File: src/rtl/chargen_pkg.sv
`default_nettype none
// +------------------------------------------------------------------+
// | chargen_pkg: shared types and constants for the chargen family   |
// | Rev 1.0                                                          |
// +------------------------------------------------------------------+
package chargen_pkg;

  typedef logic [7:0] byte_t;

  localparam byte_t CHAR_CR = 8'h0D;
  localparam byte_t CHAR_LF = 8'h0A;

  // Active-low strobe levels
  localparam logic nT = 1'b0;
  localparam logic nF = 1'b1;

  typedef enum logic [1:0] {
    S_CHAR = 2'd0,
    S_CR   = 2'd1,
    S_LF   = 2'd2
  } chargen_state_t;

endpackage
`default_nettype wire

File: src/rtl/chargen_line_if.sv
`default_nettype none
// +------------------------------------------------------------------+
// | chargen_line_if: byte-write handshake between generator and FIFO |
// | Rev 1.0                                                          |
// +------------------------------------------------------------------+
interface chargen_line_if;
  import chargen_pkg::*;

  logic  n_cs;
  byte_t port;
  logic  n_wr;
  logic  n_eol;

  modport master (input n_cs, output port, output n_wr, output n_eol);
  modport slave  (output n_cs, input port, input n_wr, input n_eol);

endinterface
`default_nettype wire

File: src/rtl/chargen_wrap_inc.sv
`default_nettype none
// +------------------------------------------------------------------+
// | chargen_wrap_inc: modular increment over [FIRSTCHAR, LASTCHAR]   |
// | Rev 1.0                                                          |
// +------------------------------------------------------------------+
module chargen_wrap_inc
  import chargen_pkg::*;
#(
  parameter byte_t FIRSTCHAR = 8'h21,
  parameter byte_t LASTCHAR  = 8'h7E
) (
  input  byte_t val_i,
  output byte_t next_o
);

  // Compare before incrementing so LASTCHAR=0xFF never depends on overflow
  assign next_o = (val_i == LASTCHAR) ? FIRSTCHAR : val_i + 8'd1;

endmodule
`default_nettype wire

File: src/rtl/chargen_line.sv
`default_nettype none
// +------------------------------------------------------------------+
// | chargen_line: RFC 864 rotating-pattern line generator            |
// | Rev 1.0                                                          |
// +------------------------------------------------------------------+
module chargen_line
  import chargen_pkg::*;
#(
  parameter byte_t       FIRSTCHAR = 8'h21,
  parameter byte_t       LASTCHAR  = 8'h7E,
  parameter int unsigned LINELEN   = 72,
  parameter bit          EOL_CRLF  = 1'b1
) (
  input wire logic       clk,
  input wire logic       n_rst,
  chargen_line_if.master bus
);

  localparam int COL_W = $clog2(LINELEN + 1);
  localparam logic [COL_W-1:0] COL_LAST = COL_W'(LINELEN - 1);

  chargen_state_t   state_q;
  byte_t            cur_q;
  byte_t            lstart_q;
  logic [COL_W-1:0] col_q;
  byte_t            port_q;
  logic             n_wr_q;
  logic             n_eol_q;

  byte_t cur_next;
  byte_t lstart_next;

  chargen_wrap_inc #(.FIRSTCHAR(FIRSTCHAR), .LASTCHAR(LASTCHAR)) u_inc_cur (
    .val_i  (cur_q),
    .next_o (cur_next)
  );

  chargen_wrap_inc #(.FIRSTCHAR(FIRSTCHAR), .LASTCHAR(LASTCHAR)) u_inc_lstart (
    .val_i  (lstart_q),
    .next_o (lstart_next)
  );

  always_ff @(posedge clk or negedge n_rst) begin
    if (!n_rst) begin
      state_q  <= S_CHAR;
      cur_q    <= FIRSTCHAR;
      lstart_q <= FIRSTCHAR;
      col_q    <= '0;
      port_q   <= 8'h00;
      n_wr_q   <= nF;
      n_eol_q  <= nF;
    end else begin
      port_q  <= 8'h00;
      n_wr_q  <= nF;
      n_eol_q <= nF;
      if (bus.n_cs == nT) begin
        unique case (state_q)
          S_CHAR: begin
            port_q <= cur_q;
            n_wr_q <= nT;
            cur_q  <= cur_next;
            if (col_q == COL_LAST) begin
              col_q   <= '0;
              state_q <= EOL_CRLF ? S_CR : S_LF;
            end else begin
              col_q <= col_q + COL_W'(1);
            end
          end
          S_CR: begin
            port_q  <= CHAR_CR;
            n_wr_q  <= nT;
            state_q <= S_LF;
          end
          S_LF: begin
            // Next line starts one character later than this one
            port_q   <= CHAR_LF;
            n_wr_q   <= nT;
            n_eol_q  <= nT;
            lstart_q <= lstart_next;
            cur_q    <= lstart_next;
            state_q  <= S_CHAR;
          end
          default: state_q <= S_CHAR;
        endcase
      end
    end
  end

  assign bus.port  = port_q;
  assign bus.n_wr  = n_wr_q;
  assign bus.n_eol = n_eol_q;

endmodule
`default_nettype wire

File: src/flat_wrapper.sv
// flat-port wrapper written by rule: the top's interface ports become plain ports
module chargen_line_flat import chargen_pkg::*;
#(
  parameter byte_t       FIRSTCHAR = 8'h21,
  parameter byte_t       LASTCHAR  = 8'h7E,
  parameter int unsigned LINELEN   = 72,
  parameter bit          EOL_CRLF  = 1'b1
)
  (clk, n_rst, bus_n_cs, bus_port, bus_n_wr, bus_n_eol);
  chargen_line_if bus_i ();
  input wire logic clk;
  input wire logic n_rst;
  input wire logic [$bits(bus_i.n_cs)-1:0] bus_n_cs;
  output wire logic [$bits(bus_i.port)-1:0] bus_port;
  output wire logic [$bits(bus_i.n_wr)-1:0] bus_n_wr;
  output wire logic [$bits(bus_i.n_eol)-1:0] bus_n_eol;
  assign bus_i.n_cs = bus_n_cs;
  assign bus_port = bus_i.port;
  assign bus_n_wr = bus_i.n_wr;
  assign bus_n_eol = bus_i.n_eol;
  chargen_line #(.FIRSTCHAR(FIRSTCHAR), .LASTCHAR(LASTCHAR), .LINELEN(LINELEN), .EOL_CRLF(EOL_CRLF)) u_core (.clk(clk), .n_rst(n_rst), .bus(bus_i));
endmodule
File: config.mk
export PLATFORM = sky130hd
export DESIGN_NAME = chargen_line_flat
export DESIGN_NICKNAME = d
export VERILOG_FILES = /design/src/rtl/chargen_pkg.sv /design/src/rtl/chargen_line_if.sv /design/src/rtl/chargen_wrap_inc.sv /design/src/rtl/chargen_line.sv /design/src/flat_wrapper.sv
export SDC_FILE = /design/constraint.sdc
export NUM_CORES = 1
export LEC_CHECK = 0
export CORE_MARGIN = 5
export CORE_UTILIZATION = 32
export DETAILED_ROUTE_END_ITERATION = 8
export GPL_TIMING_DRIVEN = 0
export PLACE_DENSITY = 0.5
export REMOVE_ABC_BUFFERS = 1
export SLEW_MARGIN = 15
export SYNTH_ARGS = -nofsm -noshare
export SYNTH_HDL_FRONTEND = slang
export SYNTH_SLANG_ARGS = --single-unit
File: constraint.sdc
create_clock -name clk -period 2.1 [get_ports clk]
set_input_delay 0.315 -clock clk [delete_from_list [all_inputs] [get_ports clk]]
set_output_delay 0.315 -clock clk [all_outputs]
set_load 0.03 [all_outputs]
After elaboration in Yosys (flattened, before gate mapping)
Cells that the tools add are included.

word-level totals
  input port bits = 3
  output and inout bits = 10
  flip-flop bits (word level) = 35

cells by class
  reductions and logical operators = 7
  add/subtract/negate cells = 3
  bitwise gates (word level) = 1
  mux-type cells = 12
  eq/ne operators = 6

operator list
  operator                                                          number
  8-bit two-way mux                                                 3
  8-bit case mux with 3 select lines                                1
  8-bit by 1-bit adder with 8-bit output (second input constant)    2
  8-bit by 7-bit == test with 1-bit output (second input constant)  2
  8-bit case mux with 2 select lines                                1
  2-bit AND reduction                                               4
  7-bit by 1-bit adder with 7-bit output (second input constant)    1
  7-bit == test (second input constant)                             1
  7-bit two-way mux                                                 1
  1-bit two-way mux                                                 4
  2-bit case mux with 2 select lines                                1
  3-bit OR reduction                                                1
  2-bit by 1-bit == test with 1-bit output (second input constant)  1
  2-bit == test (second input constant)                             1
  2-bit logical NOT                                                 1
  2-bit two-way mux                                                 1
  2-bit by 1-bit != test with 1-bit output (second input constant)  1
  2-bit nonzero test                                                1
  1-bit NOT                                                         1

Depth between registers and ports, before layout
Gate-level depths: netlist of the first run.

  word-level depth = 4
  depth in mapped cells = 8
  depth with buffers taken out = 7

Hierarchy
From an unflattened synthesis of the first run, not the netlist that was laid out.

unflattened totals
  cell total of the unflattened synthesis = 191
  area total of the unflattened synthesis = 1923.1 um^2

by module, submodules not included
  module            area each (um^2)  seq. area each (um^2)  times used  cells each
  chargen_line      1535.2            883.3                  1           129
  chargen_wrap_inc  193.9             0.0                    2           31

Worst setup path before layout of the first run
OpenSTA, ideal clock, no wires.

  path type = reg2reg
  start point = register u_core.cur_q[0]
  end point = register u_core.cur_q[7]
  arrival time = 1671 ps
  setup time = 87 ps
  required time = 2013 ps
  stages on the path, launching flop included = 7
  period minus slack after synthesis = 1758 ps
  path slack = 342 ps
  cell sequence = dfstp_2 inv_1 ha_1 and4b_4 a21o_1 or4_1 o211ai_1

between the ends
  word-level cells in the longest chain between the ends = 3
  elaborated cells on any way between the ends = 4
  classes of those cells = add/sub: 1; eq/ne: 1; mux: 2

ends and longest elaborated chain
  item                                                                                                RTL line                RTL
  start, declared                                                                                     chargen_line.sv:23      byte_t cur_q;
  start signal, assigned                                                                              chargen_line.sv:61      cur_q <= cur_next;
  start signal, assigned                                                                              chargen_line.sv:80      cur_q <= lstart_next;
  8-bit by 1-bit adder with 8-bit output or 8-bit by 7-bit == test with 1-bit output (tied branches)  chargen_wrap_inc.sv:17  assign next_o = (val_i == LASTCHAR) ? FIRSTCHAR : val_i + 8'd1;
  8-bit two-way mux *                                                                                 chargen_wrap_inc.sv:17
  8-bit case mux with 2 select lines *                                                                chargen_line.sv:57      unique case (state_q)

Every way passes the cells marked *; elsewhere a longest branch is shown, timed or not.
A chain may end at the register's enable or synchronous reset.

Worst setup path in the final report of the first run
  start point = register u_core.state_q[0]
  end point = register u_core.cur_q[7]

between the ends
  word-level cells in the longest chain between the ends = 3
  elaborated cells on any way between the ends = 5
  classes of those cells = eq/ne: 1; mux: 1; reduce/logical: 3

ends and longest elaborated chain
  item                                                RTL line            RTL
  start, declared                                     chargen_line.sv:22  chargen_state_t state_q;
  start signal, assigned                              chargen_line.sv:64  state_q <= EOL_CRLF ? S_CR : S_LF;
  2-bit == test or 2-bit logical NOT (tied branches)  chargen_line.sv:57
  2-bit nonzero test (no source line)                 --
  2-bit AND reduction (no source line)                --

Parallel ways exist; a longest one is shown, timed or not.

==> run_results.csv, run 1 <==
group,metric,value,unit
route,via_count,1513,
layout,final_cells,288,
die,core.rowCount,28,
timing,slew_violations,0,
timing,slew_headroom,0.636,
place,gp_congestion,0.730,
place,dp_hpwl,2900,um
pwr,pwr-share-clk,0.233,
cts,cts_buffers,5,
synthesis,synthesis.area,1950,um^2
cts,path_clk_slew,70,ps
place,dp.cells,276,
place,place_ws,-452,ps
synthesis,synth-edff-count,0,
timing,fin_ws,156,ps
die,die_x,88.1,um
synthesis,ys.warnings.count,0,
global_route,grt.overflow.total,0,
synthesis,syn_inst,198,
critical_path,critical-path-slowest-cell,"or4_1",
timing,timing.final.crit_period,1940,ps
critical_path,startpoint_type,"flop",
run_status,outcome,"finished, final reports clean",
timing,worst_slew_pin_slew,545,ps
layout,antenna-diode-count,0,
pwr,p_sw,0.738,mW
timing,finClkSkew,4.60,ps
pwr,swShare,0.352,
route,wl_per_cell,14.0,um
route,drcViolationCount,0,
timing,rsz0062_at_grt,"no",
route,wirelength,4020,um
layout,area_growth,16.9,%
critical_path,worstPathArrival,2150,ps
cts,cts_tree,"yes",
cts,cts.path.max_buffers,2,
die,die_h,88.1,um
timing,max_freq,514,MHz
die,core_area,5920,um^2
cts,cts-root-buf,"clkbuf_8",
critical_path,path_cells,"inv_1 -> ha_1 -> o21bai_2 -> or4_1 -> o211ai_1",
pwr,peakVddDrop,0.294,mV
critical_path,critPathMaxFanout,14,
pwr,power_frac_comb,0.280,
global_route,antenna_found_initial,0,
global_route,grt_max_degree,24,
cts,clock-sinks,35,
layout,final_core_util,0.385,
global_route,grt_pass1_vias,1439,
cts,cts_max_level,2,
synthesis,avgSynthCellArea,9.86,um^2
synthesis,synth.distinct_cells,50,
timing,setup_viol,0,
route,viasPerCell,5.25,
critical_path,crit_path_max_incr_delay,570,ps
critical_path,worstPathRequired,2310,ps
synthesis,synth_async_sr_flop_share,1.00,
cts,clkLatencyLatePin,290,ps
global_route,grt_pass1_wl,7090,um
synthesis,seq_area_frac_synth,0.453,
synthesis,synth_top_cell_area_share,0.372,
critical_path,cp-end-kind,"flop",
pwr,seqPwrFrac,0.488,
pwr,pwr_density_cell,919,nW/um^2
critical_path,crit_type,"reg -> reg",
route,ant_nets,0,
die,io_pins,13,
hold_path,worstHoldPathType,"in -> async",
pwr,p_leak,1.00,nW
timing,finalHoldViolCount,0,
synthesis,synth-seq-cells,35,
route,drt_iter0_markers,75,
timing,period_share,0.926,
die,fp.dieArea,7760,um^2
die,initial_core_util,0.330,
layout,nets,225,
synthesis,synthTopCellsByArea,"dfrtp_1 37%, dfstp_2 8.1%, ha_1 6.4%",
place,port_buffers,12,
synthesis,synth_flop_cell,"dfrtp_1",
route,first_pass_iters,4,
job,cap_violations,0,
global_route,track_usage,0.119,
layout,drive_above_1_share,0.155,
pwr,internal_power,1.36,mW
synthesis,yosysTopAreaCell,"dfrtp_1",
registers in the layout (all words and copies together), names as in the netlist:
name / flops
u_core.cur_q: 8
u_core.lstart_q: 8
u_core.bus.n_eol: 1
u_core.col_q: 7
u_core.bus.n_wr: 1
u_core.bus.port: 8
u_core.state_q: 2
cell families (layout without fill, tap and decap cells):
| logic type | count (synthesis) | count (layout) | synth area share |
|---|---|---|---|
| AO/OA/AOI/OAI | 48 | 48 | 0.163 |
| XOR/XNOR | 5 | 5 | 0.0224 |
| adder cells (fa/ha/maj) | 10 | 10 | 0.0641 |
| buffers and inverters | 17 | 32 | 0.0397 |
| flip-flops | 35 | 35 | 0.453 |
| multiplexers | 7 | 7 | 0.0385 |
| AND/OR/NAND/NOR | 76 | 76 | 0.220 |
cell usage after synthesis, types with 2 or more instances:
cell,n
a211oi_1,2
xor2_1,3
o31ai_1,2
mux2_1,4
a31oi_1,5
and2_1,4
nor4_1,3
ha_1,10
nand4_1,4
nor2_1,13
o21ai_1,8
nor3_1,9
mux2i_1,3
inv_1,6
a21o_1,6
nand3_1,6
a22o_1,2
dfrtp_1,29
a21oi_1,9
xnor2_1,2
nor2b_1,4
nand2_1,18
clkbuf_1,4
buf_2,5
and3_1,3
dfstp_2,6
o22ai_1,2
o21ba_2,2
o21ai_0,3
worst max-delay path: cells and delay by family, from the launching register on:
family	cells	cell delay [ps]
AO/OA/AOI/OAI	2	330
flip-flops	1	460
adder cells (fa/ha/maj)	1	330
buffers and inverters	1	180
AND/OR/NAND/NOR	1	570
routing by layer:
layer	up-vias	global-route usage	wire length [um]
li1	742	-	-
met5	-	0	0
met4	0	0.0453	76
met3	5	0.0282	131
met2	22	0.179	1820
met1	744	0.165	1990
timing repair:
item	in CTS	in global routing
resized for setup	3	2
hold buffers	1	0
hold endpoints to repair	10	0
setup endpoints to repair	13	6
setup buffers	0	3
layout by cell type (no fill, tap or decap), types with 2 or more instances in the layout:
cell / instances
xnor2_1: 2
a21oi_1: 9
mux2i_1: 3
o21ai_1: 8
nand4_1: 4
o31ai_1: 2
dfstp_2: 6
a211oi_1: 2
nor2b_1: 2
o22ai_1: 2
clkbuf_8: 5
clkinvlp_4: 2
xor2_1: 3
and3_1: 3
nor2_1: 13
ha_1: 9
nor3_1: 9
a31oi_1: 5
a21o_1: 6
a22o_1: 2
and2_1: 4
nor4_1: 3
clkdlybuf4s50_1: 11
inv_1: 6
buf_4: 3
dfrtp_1: 29
o21ai_0: 3
nand3_1: 6
nand2_1: 18
mux2_1: 4
o21ba_2: 2
stage by stage:
step                setup TNS, ps  power (mW)  cell area [um^2]  hold WS (ps)
finish                          0        2.10              2280           471
global route                    0        2.24              2280           509
CTS                             0        2.12              2250           479
detailed placement          -3210        1.63              2140           261
global placement            -7450        1.61              2110           485
floorplan                       0        1.41              1900          19.4
power groups by stage:
stage | sequential (mW) | combinational (mW) | clock, mW
after global routing | 1.05 | 0.650 | 0.541
after global placement | 1.03 | 0.581 | 0
after detailed placement | 1.04 | 0.590 | 0
final | 1.02 | 0.587 | 0.487
after floorplan | 1.07 | 0.347 | 0
after CTS | 1.02 | 0.594 | 0.508
area by class of cell:
| type | count | area, um^2 |
|---|---|---|
| Sequential cell | 35 | 883 |
| Timing Repair Buffer | 17 | 175 |
| Fill cell | 606 | 3640 |
| Clock buffer | 5 | 68.8 |
| Tap cell | 75 | 93.8 |
| Clock inverter | 3 | 20.0 |
| Inverter | 7 | 26.3 |
| Multi-Input combinational cell | 146 | 1010 |
path summary, 6_finish.rpt:
kind	slack, ps	cells past startpoint	to	start
worst min-delay path	470	2	u_core.state_q[0]	n_rst
min in group clk	500	1	u_core.col_q[4]	u_core.col_q[4]
worst max-delay path	160	5	u_core.cur_q[7]	u_core.state_q[0]
max in group asynchronous	1100	3	u_core.bus.n_eol	n_rst
worst max register to register	160	5	u_core.cur_q[7]	u_core.state_q[0]
worst min register to register	500	1	u_core.col_q[4]	u_core.col_q[4]
Power figures use the tool's default switching activity.
==> inputs of run 2 (changes only) <==
- CAP_MARGIN: unset -> 20
- HOLD_SLACK_MARGIN: unset -> 0.05
- clock period: 2.1 -> 2 ns (I/O delays scaled with it)
==> run 2 against run 1 <==
Sequential share of layout area fell by 0.54 points. Core utilization rose by 0.55 points. Combinational power rose by 11%. First-iteration DRC count fell by 2.7%. Sequential power rose by 5%. Die area did not move. Worst hold slack got worse by 18 ps. Clock skew rose by 1.3 ps. Routed wire length rose by 1.6%. Setup slack got worse by 31 ps. Maximum frequency rose by 3.7%. Critical path type unchanged. Largest cell class unchanged. Highest routed layer unchanged.
==> run_results.csv, run 2 (synthesized netlist as in run 1, its figures left out) <==
group,metric,value,unit
critical_path,crit_end,"u_core.cur_q[7]",
layout,finalInstanceArea,2310,um^2
route,viasPerCell,5.21,
layout,layout.cells.most_common_list,"29 x dfrtp_1, 18 x nand2_1, 13 x nor2_1",
cts,cts_buffers,5,
route,wirelength,4090,um
timing,max_freq,533,MHz
critical_path,startpoint_type,"flop",
job,cap_violations,0,
hold_path,worstHoldPathType,"in -> async",
cts,cts_tree,"yes",
layout,area_growth,18.5,%
timing,setup_viol,0,
critical_path,worstPathArrival,2080,ps
global_route,grt_pass1_vias,1449,
die,core.rowCount,28,
route,drt_iter0_markers,73,
place,port_buffers,12,
place,dp_hpwl,2900,um
layout,nFillCells,605,
critical_path,worstPathRequired,2210,ps
die,core_area,5920,um^2
timing,rsz0062_at_grt,"no",
layout,antenna-diode-count,0,
route,via_count,1521,
cts,cts-root-buf,"clkbuf_8",
cts,path_clk_slew,80,ps
cts,cts_max_level,2,
place,gp_congestion,0.730,
cts,cts.path.max_buffers,2,
pwr,peakVddDrop,0.310,mV
critical_path,r2r_end,"u_core.cur_q[7]",
cts,clock-sinks,35,
timing,finClkSkew,5.88,ps
route,ant_nets,0,
global_route,grt_max_degree,24,
global_route,track_usage,0.119,
timing,timing.final.crit_period,1880,ps
critical_path,cp-startpoint,"u_core.state_q[0]",
critical_path,ff2ff_path_depth,5,
layout,nets,229,
route,first_pass_iters,4,
timing,finalHoldViolCount,0,
critical_path,reg2reg_slack,120,ps
die,fp.dieArea,7760,um^2
global_route,grt_pass1_wl,7070,um
global_route,grt.overflow.total,0,
layout,final_common_cell,"dfrtp_1",
route,wl_per_cell,14.0,um
pwr,total_power,2.23,mW
timing,period_share,0.938,
die,die_x,88.1,um
global_route,antenna_found_initial,0,
critical_path,crit_type,"reg -> reg",
place,placed_area,2140,um^2
timing,slew_violations,0,
critical_path,cp-end-kind,"flop",
route,drcViolationCount,0,
pwr,pwr_density_cell,965,nW/um^2
timing,slew_headroom,0.645,
timing,worst_slew_pin_slew,532,ps
pwr,p_leak,1.02,nW
critical_path,r2r_start,"u_core.state_q[0]",
die,initial_core_util,0.330,
die,io_pins,13,
cts,clkLatencyLatePin,290,ps
die,die_h,88.1,um
layout,drive_above_1_share,0.175,
critical_path,critPathMaxFanout,14,
run_status,outcome,"finished, final reports clean",
==> run 2: cell type report <==
cell class | instances | area (um^2) | share of cell area
Clock buffer | 5 | 68.8 | 0.0297
Sequential cell | 35 | 883 | 0.382
Inverter | 7 | 26.3 | 0.0114
Clock inverter | 3 | 20.0 | 0.00865
Tap cell | 75 | 93.8 | 0.0406
Timing Repair Buffer | 21 | 205 | 0.0887
Multi-Input combinational cell | 146 | 1020 | 0.439
==> run 2: where the power goes <==
group | internal (mW) | switching, mW
sequential | 0.884 | 0.182
clock | 0.242 | 0.273
combinational | 0.319 | 0.332
==> run 2: worst min-delay path by stage <==
stage | to | cells past startpoint | slack [ps] | start
CTS | u_core.state_q[0] | 2 | 460 | n_rst
finish | u_core.state_q[0] | 2 | 450 | n_rst
global placement | u_core.col_q[4] | 1 | 480 | u_core.col_q[4]
detailed placement | u_core.state_q[0] | 1 | 250 | n_rst
global route | u_core.cur_q[1] | 2 | 490 | n_rst
floorplan | u_core.bus.port[0] | 0 | 4 | n_rst
==> run 2: critical path, cell delays in order, from the launching register on <==
cell and delay (ps):
dfrtp_1 460, inv_1 180, ha_2 290, o21bai_2 200
or4_1 570, o211ai_1 100
==> run 2: layer usage <==
metal | global-route usage | routed length [um] | share of wire | up-vias
li1 | - | - | - | 748
met5 | 0 | 0 | 0 | -
met2 | 0.181 | 1860 | 0.45 | 23
met3 | 0.0282 | 130 | 0.032 | 5
met4 | 0.0453 | 76 | 0.019 | 0
met1 | 0.163 | 2020 | 0.50 | 745
==> run 2: through the flow <==
step                      setup WS [ps]  hold slack, ps  TNS [ps]   util  std cells
after floorplan                   -81.9            4.41     -81.9      -        188
after global placement             -539             485    -11330  0.357        275
after detailed placement           -552             246     -4670  0.361        276
after CTS                          48.2             464         0  0.381        285
after global routing               26.2             494         0  0.391        292
final                               125             453         0  0.391        292
==> run 2: what timing repair did <==
action / in CTS / in global routing
resized for setup: 5 / 1
endpoints found under the hold margin: 10 / 0
setup buffers: 0 / 7
hold buffers: 1 / 0
setup endpoints to repair: 18 / 4
==> inputs of run 3 (changes only) <==
- CAP_MARGIN: 20 -> unset
==> results of run 3 <==
Final layout, timing and power as in run 2 (identical DEF).
